===== src/rtl/axi4_mem_upsize_bridge.sv =====
// Narrow-to-wide AXI4 memory bridge: remaps addresses into a fixed DDR window,
// steers narrow beats onto wide byte lanes and restores upstream IDs on B and R.

module axi4_mem_upsize_bridge_fifo #(
    parameter int WIDTH = 8,
    parameter int DEPTH = 8
) (
    input  logic             clock,
    input  logic             reset,
    input  logic             push_i,
    input  logic             pop_i,
    input  logic [WIDTH-1:0] din_i,
    output logic [WIDTH-1:0] dout_o,
    output logic             empty_o,
    output logic             full_o
);
    localparam int PTR_W = $clog2(DEPTH);

    logic [WIDTH-1:0] mem_q [DEPTH];
    logic [PTR_W-1:0] wr_q, wr_d, rd_q, rd_d;
    logic [PTR_W:0]   cnt_q, cnt_d;
    logic             do_push, do_pop;

    assign empty_o = (cnt_q == '0);
    assign full_o  = (cnt_q == (PTR_W+1)'(DEPTH));
    assign do_pop  = pop_i & ~empty_o;
    // A push at full is accepted only when a pop frees the slot in the same cycle.
    assign do_push = push_i & (~full_o | do_pop);
    assign dout_o  = mem_q[rd_q];

    always_comb begin
        wr_d  = wr_q + PTR_W'(do_push);
        rd_d  = rd_q + PTR_W'(do_pop);
        cnt_d = cnt_q + (PTR_W+1)'(do_push) - (PTR_W+1)'(do_pop);
    end

    always_ff @(posedge clock) begin
        if (!reset) begin
            wr_q  <= '0;
            rd_q  <= '0;
            cnt_q <= '0;
        end else begin
            wr_q  <= wr_d;
            rd_q  <= rd_d;
            cnt_q <= cnt_d;
        end
    end

    always_ff @(posedge clock) begin
        if (do_push) mem_q[wr_q] <= din_i;
    end
endmodule

module axi4_mem_upsize_bridge #(
    parameter int                  S_DATA_W  = 64,
    parameter int                  M_DATA_W  = 128,
    parameter int                  S_ADDR_W  = 32,
    parameter int                  M_ADDR_W  = 49,
    parameter int                  WINDOW_W  = 28,
    parameter logic [M_ADDR_W-1:0] ADDR_BASE = 49'h1000_0000,
    parameter int                  S_ID_W    = 4,
    parameter int                  M_ID_W    = 6,
    parameter logic [M_ID_W-1:0]   DS_ID     = '0,
    parameter int                  MAX_OUT   = 8
) (
    input  logic                  clock,
    input  logic                  reset,

    input  logic                  s_axi_aw_valid,
    output logic                  s_axi_aw_ready,
    input  logic [S_ID_W-1:0]     s_axi_aw_id,
    input  logic [S_ADDR_W-1:0]   s_axi_aw_addr,
    input  logic [7:0]            s_axi_aw_len,
    input  logic [2:0]            s_axi_aw_size,
    input  logic [1:0]            s_axi_aw_burst,
    input  logic                  s_axi_aw_lock,
    input  logic [3:0]            s_axi_aw_cache,
    input  logic [2:0]            s_axi_aw_prot,
    input  logic [3:0]            s_axi_aw_qos,

    input  logic                  s_axi_w_valid,
    output logic                  s_axi_w_ready,
    input  logic [S_DATA_W-1:0]   s_axi_w_data,
    input  logic [S_DATA_W/8-1:0] s_axi_w_strb,
    input  logic                  s_axi_w_last,

    output logic                  s_axi_b_valid,
    input  logic                  s_axi_b_ready,
    output logic [S_ID_W-1:0]     s_axi_b_id,
    output logic [1:0]            s_axi_b_resp,

    input  logic                  s_axi_ar_valid,
    output logic                  s_axi_ar_ready,
    input  logic [S_ID_W-1:0]     s_axi_ar_id,
    input  logic [S_ADDR_W-1:0]   s_axi_ar_addr,
    input  logic [7:0]            s_axi_ar_len,
    input  logic [2:0]            s_axi_ar_size,
    input  logic [1:0]            s_axi_ar_burst,
    input  logic                  s_axi_ar_lock,
    input  logic [3:0]            s_axi_ar_cache,
    input  logic [2:0]            s_axi_ar_prot,
    input  logic [3:0]            s_axi_ar_qos,

    output logic                  s_axi_r_valid,
    input  logic                  s_axi_r_ready,
    output logic [S_ID_W-1:0]     s_axi_r_id,
    output logic [S_DATA_W-1:0]   s_axi_r_data,
    output logic [1:0]            s_axi_r_resp,
    output logic                  s_axi_r_last,

    output logic                  m_axi_aw_valid,
    input  logic                  m_axi_aw_ready,
    output logic [M_ID_W-1:0]     m_axi_aw_id,
    output logic [M_ADDR_W-1:0]   m_axi_aw_addr,
    output logic [7:0]            m_axi_aw_len,
    output logic [2:0]            m_axi_aw_size,
    output logic [1:0]            m_axi_aw_burst,
    output logic                  m_axi_aw_lock,
    output logic [3:0]            m_axi_aw_cache,
    output logic [2:0]            m_axi_aw_prot,
    output logic [3:0]            m_axi_aw_qos,

    output logic                  m_axi_w_valid,
    input  logic                  m_axi_w_ready,
    output logic [M_DATA_W-1:0]   m_axi_w_data,
    output logic [M_DATA_W/8-1:0] m_axi_w_strb,
    output logic                  m_axi_w_last,

    input  logic                  m_axi_b_valid,
    output logic                  m_axi_b_ready,
    input  logic [M_ID_W-1:0]     m_axi_b_id,
    input  logic [1:0]            m_axi_b_resp,

    output logic                  m_axi_ar_valid,
    input  logic                  m_axi_ar_ready,
    output logic [M_ID_W-1:0]     m_axi_ar_id,
    output logic [M_ADDR_W-1:0]   m_axi_ar_addr,
    output logic [7:0]            m_axi_ar_len,
    output logic [2:0]            m_axi_ar_size,
    output logic [1:0]            m_axi_ar_burst,
    output logic                  m_axi_ar_lock,
    output logic [3:0]            m_axi_ar_cache,
    output logic [2:0]            m_axi_ar_prot,
    output logic [3:0]            m_axi_ar_qos,

    input  logic                  m_axi_r_valid,
    output logic                  m_axi_r_ready,
    input  logic [M_ID_W-1:0]     m_axi_r_id,
    input  logic [M_DATA_W-1:0]   m_axi_r_data,
    input  logic [1:0]            m_axi_r_resp,
    input  logic                  m_axi_r_last
);
    localparam int         S_STRB_W    = S_DATA_W / 8;
    localparam int         M_STRB_W    = M_DATA_W / 8;
    localparam int         OFF_W       = $clog2(M_STRB_W);
    localparam int         LANE_SH     = $clog2(S_STRB_W);
    localparam int         NLANE       = M_DATA_W / S_DATA_W;
    localparam int         DESC_W      = 3 + 2 + OFF_W;
    localparam logic [1:0] BURST_FIXED = 2'b00;

    // Byte offset of the next beat within the wide bus; FIXED bursts stay put.
    function automatic logic [OFF_W-1:0] next_off(input logic [OFF_W-1:0] off,
                                                  input logic [2:0]       size,
                                                  input logic [1:0]       burst);
        logic [OFF_W-1:0] step;
        step = OFF_W'(1) << size;
        if (burst == BURST_FIXED) return off;
        return (off & ~(step - OFF_W'(1))) + step;
    endfunction

    logic                  live;
    logic                  aw_full, ar_full, aw_hs, ar_hs, w_hs, b_hs, r_hs;
    logic                  wl_empty, wl_full, bid_empty, bid_full, rd_empty, rd_full;
    logic [DESC_W-1:0]     aw_desc, ar_desc, wl_dout;
    logic [S_ID_W-1:0]     bid_dout;
    logic [S_ID_W+DESC_W-1:0] rd_dout;
    logic [2:0]            wl_size, rd_size;
    logic [1:0]            wl_burst, rd_burst;
    logic [OFF_W-1:0]      wl_off, rd_off;
    logic [OFF_W-1:0]      woff_q, woff_d, roff_q, roff_d;
    logic                  wfirst_q, wfirst_d, rfirst_q, rfirst_d;
    logic [OFF_W-1:0]      cur_woff, cur_roff, wlane, rlane;
    logic                  unused_ok;

    // Every valid/ready output is forced low while reset is asserted.
    assign live = reset;

    assign aw_desc = {s_axi_aw_size, s_axi_aw_burst, s_axi_aw_addr[OFF_W-1:0]};
    assign ar_desc = {s_axi_ar_size, s_axi_ar_burst, s_axi_ar_addr[OFF_W-1:0]};

    assign aw_full        = wl_full | bid_full;
    assign m_axi_aw_valid = live & s_axi_aw_valid & ~aw_full;
    assign s_axi_aw_ready = live & m_axi_aw_ready & ~aw_full;
    assign aw_hs          = live & s_axi_aw_valid & m_axi_aw_ready & ~aw_full;
    assign m_axi_aw_id    = DS_ID;
    assign m_axi_aw_addr  = {ADDR_BASE[M_ADDR_W-1:WINDOW_W], s_axi_aw_addr[WINDOW_W-1:0]};
    assign m_axi_aw_len   = s_axi_aw_len;
    assign m_axi_aw_size  = s_axi_aw_size;
    assign m_axi_aw_burst = s_axi_aw_burst;
    assign m_axi_aw_lock  = s_axi_aw_lock;
    assign m_axi_aw_cache = s_axi_aw_cache;
    assign m_axi_aw_prot  = s_axi_aw_prot;
    assign m_axi_aw_qos   = s_axi_aw_qos;

    assign ar_full        = rd_full;
    assign m_axi_ar_valid = live & s_axi_ar_valid & ~ar_full;
    assign s_axi_ar_ready = live & m_axi_ar_ready & ~ar_full;
    assign ar_hs          = live & s_axi_ar_valid & m_axi_ar_ready & ~ar_full;
    assign m_axi_ar_id    = DS_ID;
    assign m_axi_ar_addr  = {ADDR_BASE[M_ADDR_W-1:WINDOW_W], s_axi_ar_addr[WINDOW_W-1:0]};
    assign m_axi_ar_len   = s_axi_ar_len;
    assign m_axi_ar_size  = s_axi_ar_size;
    assign m_axi_ar_burst = s_axi_ar_burst;
    assign m_axi_ar_lock  = s_axi_ar_lock;
    assign m_axi_ar_cache = s_axi_ar_cache;
    assign m_axi_ar_prot  = s_axi_ar_prot;
    assign m_axi_ar_qos   = s_axi_ar_qos;

    axi4_mem_upsize_bridge_fifo #(.WIDTH(DESC_W), .DEPTH(MAX_OUT)) u_wl_fifo (
        .clock(clock), .reset(reset), .push_i(aw_hs), .pop_i(w_hs & s_axi_w_last),
        .din_i(aw_desc), .dout_o(wl_dout), .empty_o(wl_empty), .full_o(wl_full));

    axi4_mem_upsize_bridge_fifo #(.WIDTH(S_ID_W), .DEPTH(MAX_OUT)) u_bid_fifo (
        .clock(clock), .reset(reset), .push_i(aw_hs), .pop_i(b_hs),
        .din_i(s_axi_aw_id), .dout_o(bid_dout), .empty_o(bid_empty), .full_o(bid_full));

    axi4_mem_upsize_bridge_fifo #(.WIDTH(S_ID_W + DESC_W), .DEPTH(MAX_OUT)) u_rd_fifo (
        .clock(clock), .reset(reset), .push_i(ar_hs), .pop_i(r_hs & m_axi_r_last),
        .din_i({s_axi_ar_id, ar_desc}), .dout_o(rd_dout), .empty_o(rd_empty), .full_o(rd_full));

    assign {wl_size, wl_burst, wl_off} = wl_dout;
    assign {rd_size, rd_burst, rd_off} = rd_dout[DESC_W-1:0];

    // First beat of a burst takes its offset straight from the FIFO head.
    assign cur_woff = wfirst_q ? wl_off : woff_q;
    assign cur_roff = rfirst_q ? rd_off : roff_q;
    assign wlane    = cur_woff >> LANE_SH;
    assign rlane    = cur_roff >> LANE_SH;

    assign m_axi_w_valid = live & s_axi_w_valid & ~wl_empty;
    assign s_axi_w_ready = live & m_axi_w_ready & ~wl_empty;
    assign w_hs          = live & s_axi_w_valid & m_axi_w_ready & ~wl_empty;
    assign m_axi_w_data  = {NLANE{s_axi_w_data}};
    assign m_axi_w_last  = s_axi_w_last;

    always_comb begin
        m_axi_w_strb = '0;
        for (int i = 0; i < NLANE; i++) begin
            if (wlane == OFF_W'(i)) m_axi_w_strb[i*S_STRB_W +: S_STRB_W] = s_axi_w_strb;
        end
    end

    assign s_axi_b_valid = live & m_axi_b_valid;
    assign m_axi_b_ready = live & s_axi_b_ready;
    assign b_hs          = live & m_axi_b_valid & s_axi_b_ready;
    assign s_axi_b_id    = bid_dout;
    assign s_axi_b_resp  = m_axi_b_resp;

    assign s_axi_r_valid = live & m_axi_r_valid;
    assign m_axi_r_ready = live & s_axi_r_ready;
    assign r_hs          = live & m_axi_r_valid & s_axi_r_ready;
    assign s_axi_r_id    = rd_dout[S_ID_W+DESC_W-1:DESC_W];
    assign s_axi_r_resp  = m_axi_r_resp;
    assign s_axi_r_last  = m_axi_r_last;

    always_comb begin
        s_axi_r_data = m_axi_r_data[S_DATA_W-1:0];
        for (int i = 1; i < NLANE; i++) begin
            if (rlane == OFF_W'(i)) s_axi_r_data = m_axi_r_data[i*S_DATA_W +: S_DATA_W];
        end
    end

    always_comb begin
        woff_d   = woff_q;
        wfirst_d = wfirst_q;
        roff_d   = roff_q;
        rfirst_d = rfirst_q;
        if (w_hs) begin
            woff_d   = next_off(cur_woff, wl_size, wl_burst);
            wfirst_d = s_axi_w_last;
        end
        if (r_hs && !rd_empty) begin
            roff_d   = next_off(cur_roff, rd_size, rd_burst);
            rfirst_d = m_axi_r_last;
        end
    end

    always_ff @(posedge clock) begin
        if (!reset) begin
            woff_q   <= '0;
            wfirst_q <= 1'b1;
            roff_q   <= '0;
            rfirst_q <= 1'b1;
        end else begin
            woff_q   <= woff_d;
            wfirst_q <= wfirst_d;
            roff_q   <= roff_d;
            rfirst_q <= rfirst_d;
        end
    end

    // Downstream IDs are constant, so returned IDs carry no information.
    assign unused_ok = ^{m_axi_b_id, m_axi_r_id,
                         s_axi_aw_addr[S_ADDR_W-1:WINDOW_W], s_axi_ar_addr[S_ADDR_W-1:WINDOW_W]};

`ifndef SYNTHESIS
    a_b_outstanding: assert property (@(posedge clock) disable iff (!reset)
        m_axi_b_valid |-> !bid_empty);
    a_r_outstanding: assert property (@(posedge clock) disable iff (!reset)
        m_axi_r_valid |-> !rd_empty);
    a_aw_size: assert property (@(posedge clock) disable iff (!reset)
        aw_hs |-> (s_axi_aw_size <= 3'(LANE_SH)));
    a_ar_size: assert property (@(posedge clock) disable iff (!reset)
        ar_hs |-> (s_axi_ar_size <= 3'(LANE_SH)));
`endif
endmodule


===== config.mk =====
export PLATFORM = sky130hd
export DESIGN_NAME = axi4_mem_upsize_bridge
export DESIGN_NICKNAME = d
export VERILOG_FILES = /design/src/rtl/axi4_mem_upsize_bridge.sv
export SDC_FILE = /design/constraint.sdc
export NUM_CORES = 1
export LEC_CHECK = 0
export CORE_AREA = 10 10 281 283
export DETAILED_ROUTE_END_ITERATION = 16
export DIE_AREA = 0 0 291 293
export PLACE_DENSITY = 0.55
export SYNTH_ARGS = -nofsm -noshare
export SYNTH_HDL_FRONTEND = slang
export SYNTH_SLANG_ARGS = --single-unit

===== constraint.sdc =====
create_clock -name clock -period 6.2 [get_ports clock]
set_input_delay 1.24 -clock clock [delete_from_list [all_inputs] [get_ports clock]]
set_output_delay 1.24 -clock clock [all_outputs]
set_load 0.05 [all_outputs]

==> impl_summary.log <==
[metrics] maximum number of pins on one net before global-route repair: 54
[metrics] run status: finished, final reports clean
[metrics] Core Footprint: approximately 74,000 sq um
[metrics] start point of the worst hold path: roff_q[1]
[metrics] number of unique standard cell types used by synthesis: 46
[metrics] H-Tree Depth: 1
[metrics] RePlAce Congestion: between 0.8 and 0.9
[metrics] synthesis warning total: 0
[metrics] total chip power: 4.446 mW
[metrics] measured slew at the worst slew-check pin: 1.111 ns
[metrics] number of max-cap violations: 0
[metrics] number of hold buffers added after CTS: 0
[metrics] synthesized instance count: just over 1,000
[metrics] vertical extent of the die: 293 um
[metrics] sort of element at the start of the critical path: register
[metrics] DR DRC count: 0
[metrics] number of setup violations in the final report: 0
[metrics] iteration-0 DRC count of the detailed router: 351
[metrics] tightest slew margin relative to the limit: between 20% and 30%
[metrics] initial antenna violation count: 4
[metrics] port bufs: 293
[metrics] share of flip-flops with an asynchronous set or reset after synthesis: 0%
[metrics] Die Outline Area: between 80,000 and 90,000 sq um
[metrics] Post-Route Setup TNS: 0 ns
[metrics] buffer count from post-CTS setup fixing: 0
[metrics] Most used DFF post-synth: sky130_fd_sc_hd__edfxtp_1
[metrics] root buf cell: sky130_fd_sc_hd__clkbuf_16
[metrics] number of gates resized after cts: 0
[metrics] all-layer global routing usage: between 10% and 20%
[metrics] VDD IR-drop max: roughly 150 uV
[metrics] later-pin clock latency in the skew report: about 0.53 ns
[metrics] post-route worst hold slack: 0.5018 ns
[metrics] clock tree from TritonCTS: done
[metrics] global-route wire length before repair: 81.79 mm
[metrics] number of clock sinks: 248
[metrics] via count of the first global-routing pass: between 7,000 and 8,000
[metrics] number of flops mapped to enable cells by yosys: around 210
[metrics] vias per cell: 3.703
[metrics] capture point of the worst reg-to-reg path: woff_q[3]
[metrics] unrepaired setup endpoints after global routing: no
[metrics] nature of the critical path endpoint: output port
[metrics] ratio of total power to cell area: ~270 nW/um^2
[metrics] post-synth design cell area: 13,510 sq um
[metrics] crit-path max cell delay: 0.88 ns
[metrics] path type of the worst setup path: register to output port
[metrics] effective utilization at floorplan: ~18%
[metrics] worst-case clock buffer depth: 3
[metrics] Leak Pwr: 5.465 nW
[metrics] worst setup path end: s_axi_r_data[38]
[metrics] worst reg2reg path depth: 10
[metrics] clock buffer count from CTS: 25
[metrics] type of the worst min-delay path: register to register
[metrics] required arrival time at the worst endpoint: 4.96 ns
[metrics] average wire per standard cell: 31.48 um
[metrics] post-route cell area: 16,410 sq um
[metrics] half-perimeter wire length after detailed placement: roughly 56 mm
[metrics] post-route ant nets: 0
[metrics] share of synthesized area occupied by flip-flops and latches: 52.16%
[metrics] number of pins exceeding their max-slew limit in the final report: 0
[metrics] aggregate routed wire length: 64.94 mm
[metrics] ratio of cells with drive above 1 in the final layout: between 15 and 20%
[metrics] Setup Skew: 0.01653 ns
[metrics] row count: 100
[metrics] first-pass iteration count of the detailed router: 4
[metrics] fin cells: 2,063
[metrics] Clock transition at path regs: 0.06 ns
[metrics] largest driver fanout on the critical path: 53
[metrics] number of endpoints with negative hold slack in the final report: 0
[metrics] net total in the final layout: between 1,000 and 1,500
[metrics] cell-by-cell listing of the critical path: buf_4, mux4_2, mux2_2, mux2i_4, buf_4, mux2_2, clkdlybuf4s50_1
[metrics] Area Growth Syn to Fin: 21.49%
[metrics] total of flip-flops plus latches after synthesis: 248
[metrics] Slowest-stage cell, CP: sky130_fd_sc_hd__clkdlybuf4s50_1
[metrics] crit path DAT: 4.21 ns
[metrics] aggregate global routing overflow: 0
[metrics] number of ports placed on the die boundary: 744
[metrics] total via count in the routed design: 7,640
[metrics] number of filler cells placed in the layout: 7,713
[metrics] source of the critical timing path: u_rd_fifo.rd_q[0]
[metrics] placed inst area: 15,610 sq um
[metrics] reg-to-reg startpoint: u_wl_fifo.rd_q[0]
[metrics] flop2flop setup slack: roughly 2.7 ns
[metrics] horizontal extent of the die: 291 um
[metrics] maximum clock frequency: between 150 and 200 MHz
[metrics] final critical path time including I/O delays and setup: between 5 and 6 ns
[metrics] Final Cycle Share: approximately 88%
[metrics] placed insts: 2,017
[metrics] mean cell area of the mapped netlist: 13.42 sq um
## layout make-up
class / instances / area [sq um] / area share [%]
sequential: 248 / 7047 / 42.94
timing repair buffer: 314 / 3070 / 18.71
clock buffer: 30 / 654.4 / 3.987
tap: 969 / 1212 / 7.387
inverter: 21 / 78.83 / 0.4803
multi-input combinational: 465 / 4202 / 25.60
clock inverter: 14 / 142.6 / 0.8691
antenna: 2 / 5.005 / 0.03049
## how the worst min path moves through the flow
| stage | cells after the start | slack [ns] | endpoint |
|---|---|---|---|
| 2_1_floorplan | 2 | 0.48 | roff_q[1] |
| 3_3_place_gp | 2 | 0.49 | woff_q[1] |
| 3_5_place_dp | 2 | 0.49 | roff_q[1] |
| 4_1_cts | 2 | 0.50 | roff_q[1] |
| 5_1_grt | 2 | 0.52 | roff_q[1] |
| 6_report | 2 | 0.50 | roff_q[1] |
## layer usage
layer / wire length [um] / global-route usage, %
met3: 13430 / 13.66
met2: 30600 / 23.67
met4: 640 / 1.509
met5: 355 / 3.013
met1: 19920 / 12.95
## cell usage after synthesis, types with 3 or more instances
master	number	area, sq um
sky130_fd_sc_hd__a211oi_1	4	30.03
sky130_fd_sc_hd__a21o_1	7	52.55
sky130_fd_sc_hd__a21oi_1	19	95.09
sky130_fd_sc_hd__a31oi_1	3	18.77
sky130_fd_sc_hd__and2_1	36	225.2
sky130_fd_sc_hd__and3_1	4	25.02
sky130_fd_sc_hd__buf_2	9	45.04
sky130_fd_sc_hd__buf_4	300	2252
sky130_fd_sc_hd__buf_6	4	45.04
sky130_fd_sc_hd__clkbuf_1	12	45.04
sky130_fd_sc_hd__dfxtp_1	40	800.8
sky130_fd_sc_hd__edfxtp_1	208	6246
sky130_fd_sc_hd__fa_1	3	60.06
sky130_fd_sc_hd__ha_1	34	425.4
sky130_fd_sc_hd__inv_1	21	78.83
sky130_fd_sc_hd__mux2_2	78	878.3
sky130_fd_sc_hd__mux2i_1	10	100.1
sky130_fd_sc_hd__mux4_1	4	105.1
sky130_fd_sc_hd__mux4_2	42	945.9
sky130_fd_sc_hd__nand2_1	21	78.83
sky130_fd_sc_hd__nand2b_1	9	56.30
sky130_fd_sc_hd__nor2_1	58	217.7
sky130_fd_sc_hd__nor2b_1	8	50.05
sky130_fd_sc_hd__nor3_1	19	95.09
sky130_fd_sc_hd__o21ai_0	4	20.02
sky130_fd_sc_hd__xnor2_1	18	157.7
## worst max-delay path, delay by kind of cell, from the launching register on
kind / cells / cell delay [ns]
multiplexers: 4 / 1.42
flip-flops: 1 / 0.38
buffers and inverters: 3 / 1.79
## logic make-up (layout without fill, tap and decap cells)
kind of cell	after synthesis	after routing	share of synthesized area, %
flops	248	248	52.16
mux	138	138	15.58
compound gates	48	48	2.510
xor+xnor	20	20	1.297
buf+inv	346	379	18.26
simple gates	168	168	6.548
other cells	2	56	0.05559
fa+ha+maj	37	37	3.594
## per-stage QoR
| step | worst slack, ns | util [%] |
|---|---|---|
| 2_1_floorplan | 2.654 | - |
| 3_3_place_gp | 1.333 | 21.22 |
| 3_5_place_dp | 1.295 | 21.22 |
| 4_1_cts | 0.7127 | 22.30 |
| 5_1_grt | 0.6183 | 22.30 |
| 6_report | 0.7518 | 22.31 |
## state kept, by name, indices dropped and copies added (netlist names)
signal            cells
u_bid_fifo.rd_q       3
u_bid_fifo.cnt_q      4
roff_q                4
u_wl_fifo.rd_q        3
u_bid_fifo.wr_q       3
u_rd_fifo.wr_q        3
wfirst_q              1
u_wl_fifo.cnt_q       4
u_rd_fifo.mem_q     104
woff_q                4
u_bid_fifo.mem_q     32
u_wl_fifo.wr_q        3
rfirst_q              1
u_wl_fifo.mem_q      72
u_rd_fifo.cnt_q       4
u_rd_fifo.rd_q        3
## power by group
group	switching, mW	internal, mW	total, mW
sequential	0.0274	1.85	1.88
combinational	0.677	0.415	1.09
clock	0.635	0.842	1.48
## cell usage in the layout, fill, tap and decap left out, types with 25 or more instances in the layout
cell type and n:
sky130_fd_sc_hd__buf_4 37, sky130_fd_sc_hd__ha_1 34, sky130_fd_sc_hd__and2_1 36, sky130_fd_sc_hd__edfxtp_1 208, sky130_fd_sc_hd__clkbuf_16 25, sky130_fd_sc_hd__mux2_2 78
sky130_fd_sc_hd__nor2_1 58, sky130_fd_sc_hd__conb_1 54, sky130_fd_sc_hd__mux4_2 42, sky130_fd_sc_hd__clkdlybuf4s50_1 275, sky130_fd_sc_hd__dfxtp_1 40
(Power assumes the default switching activity.)
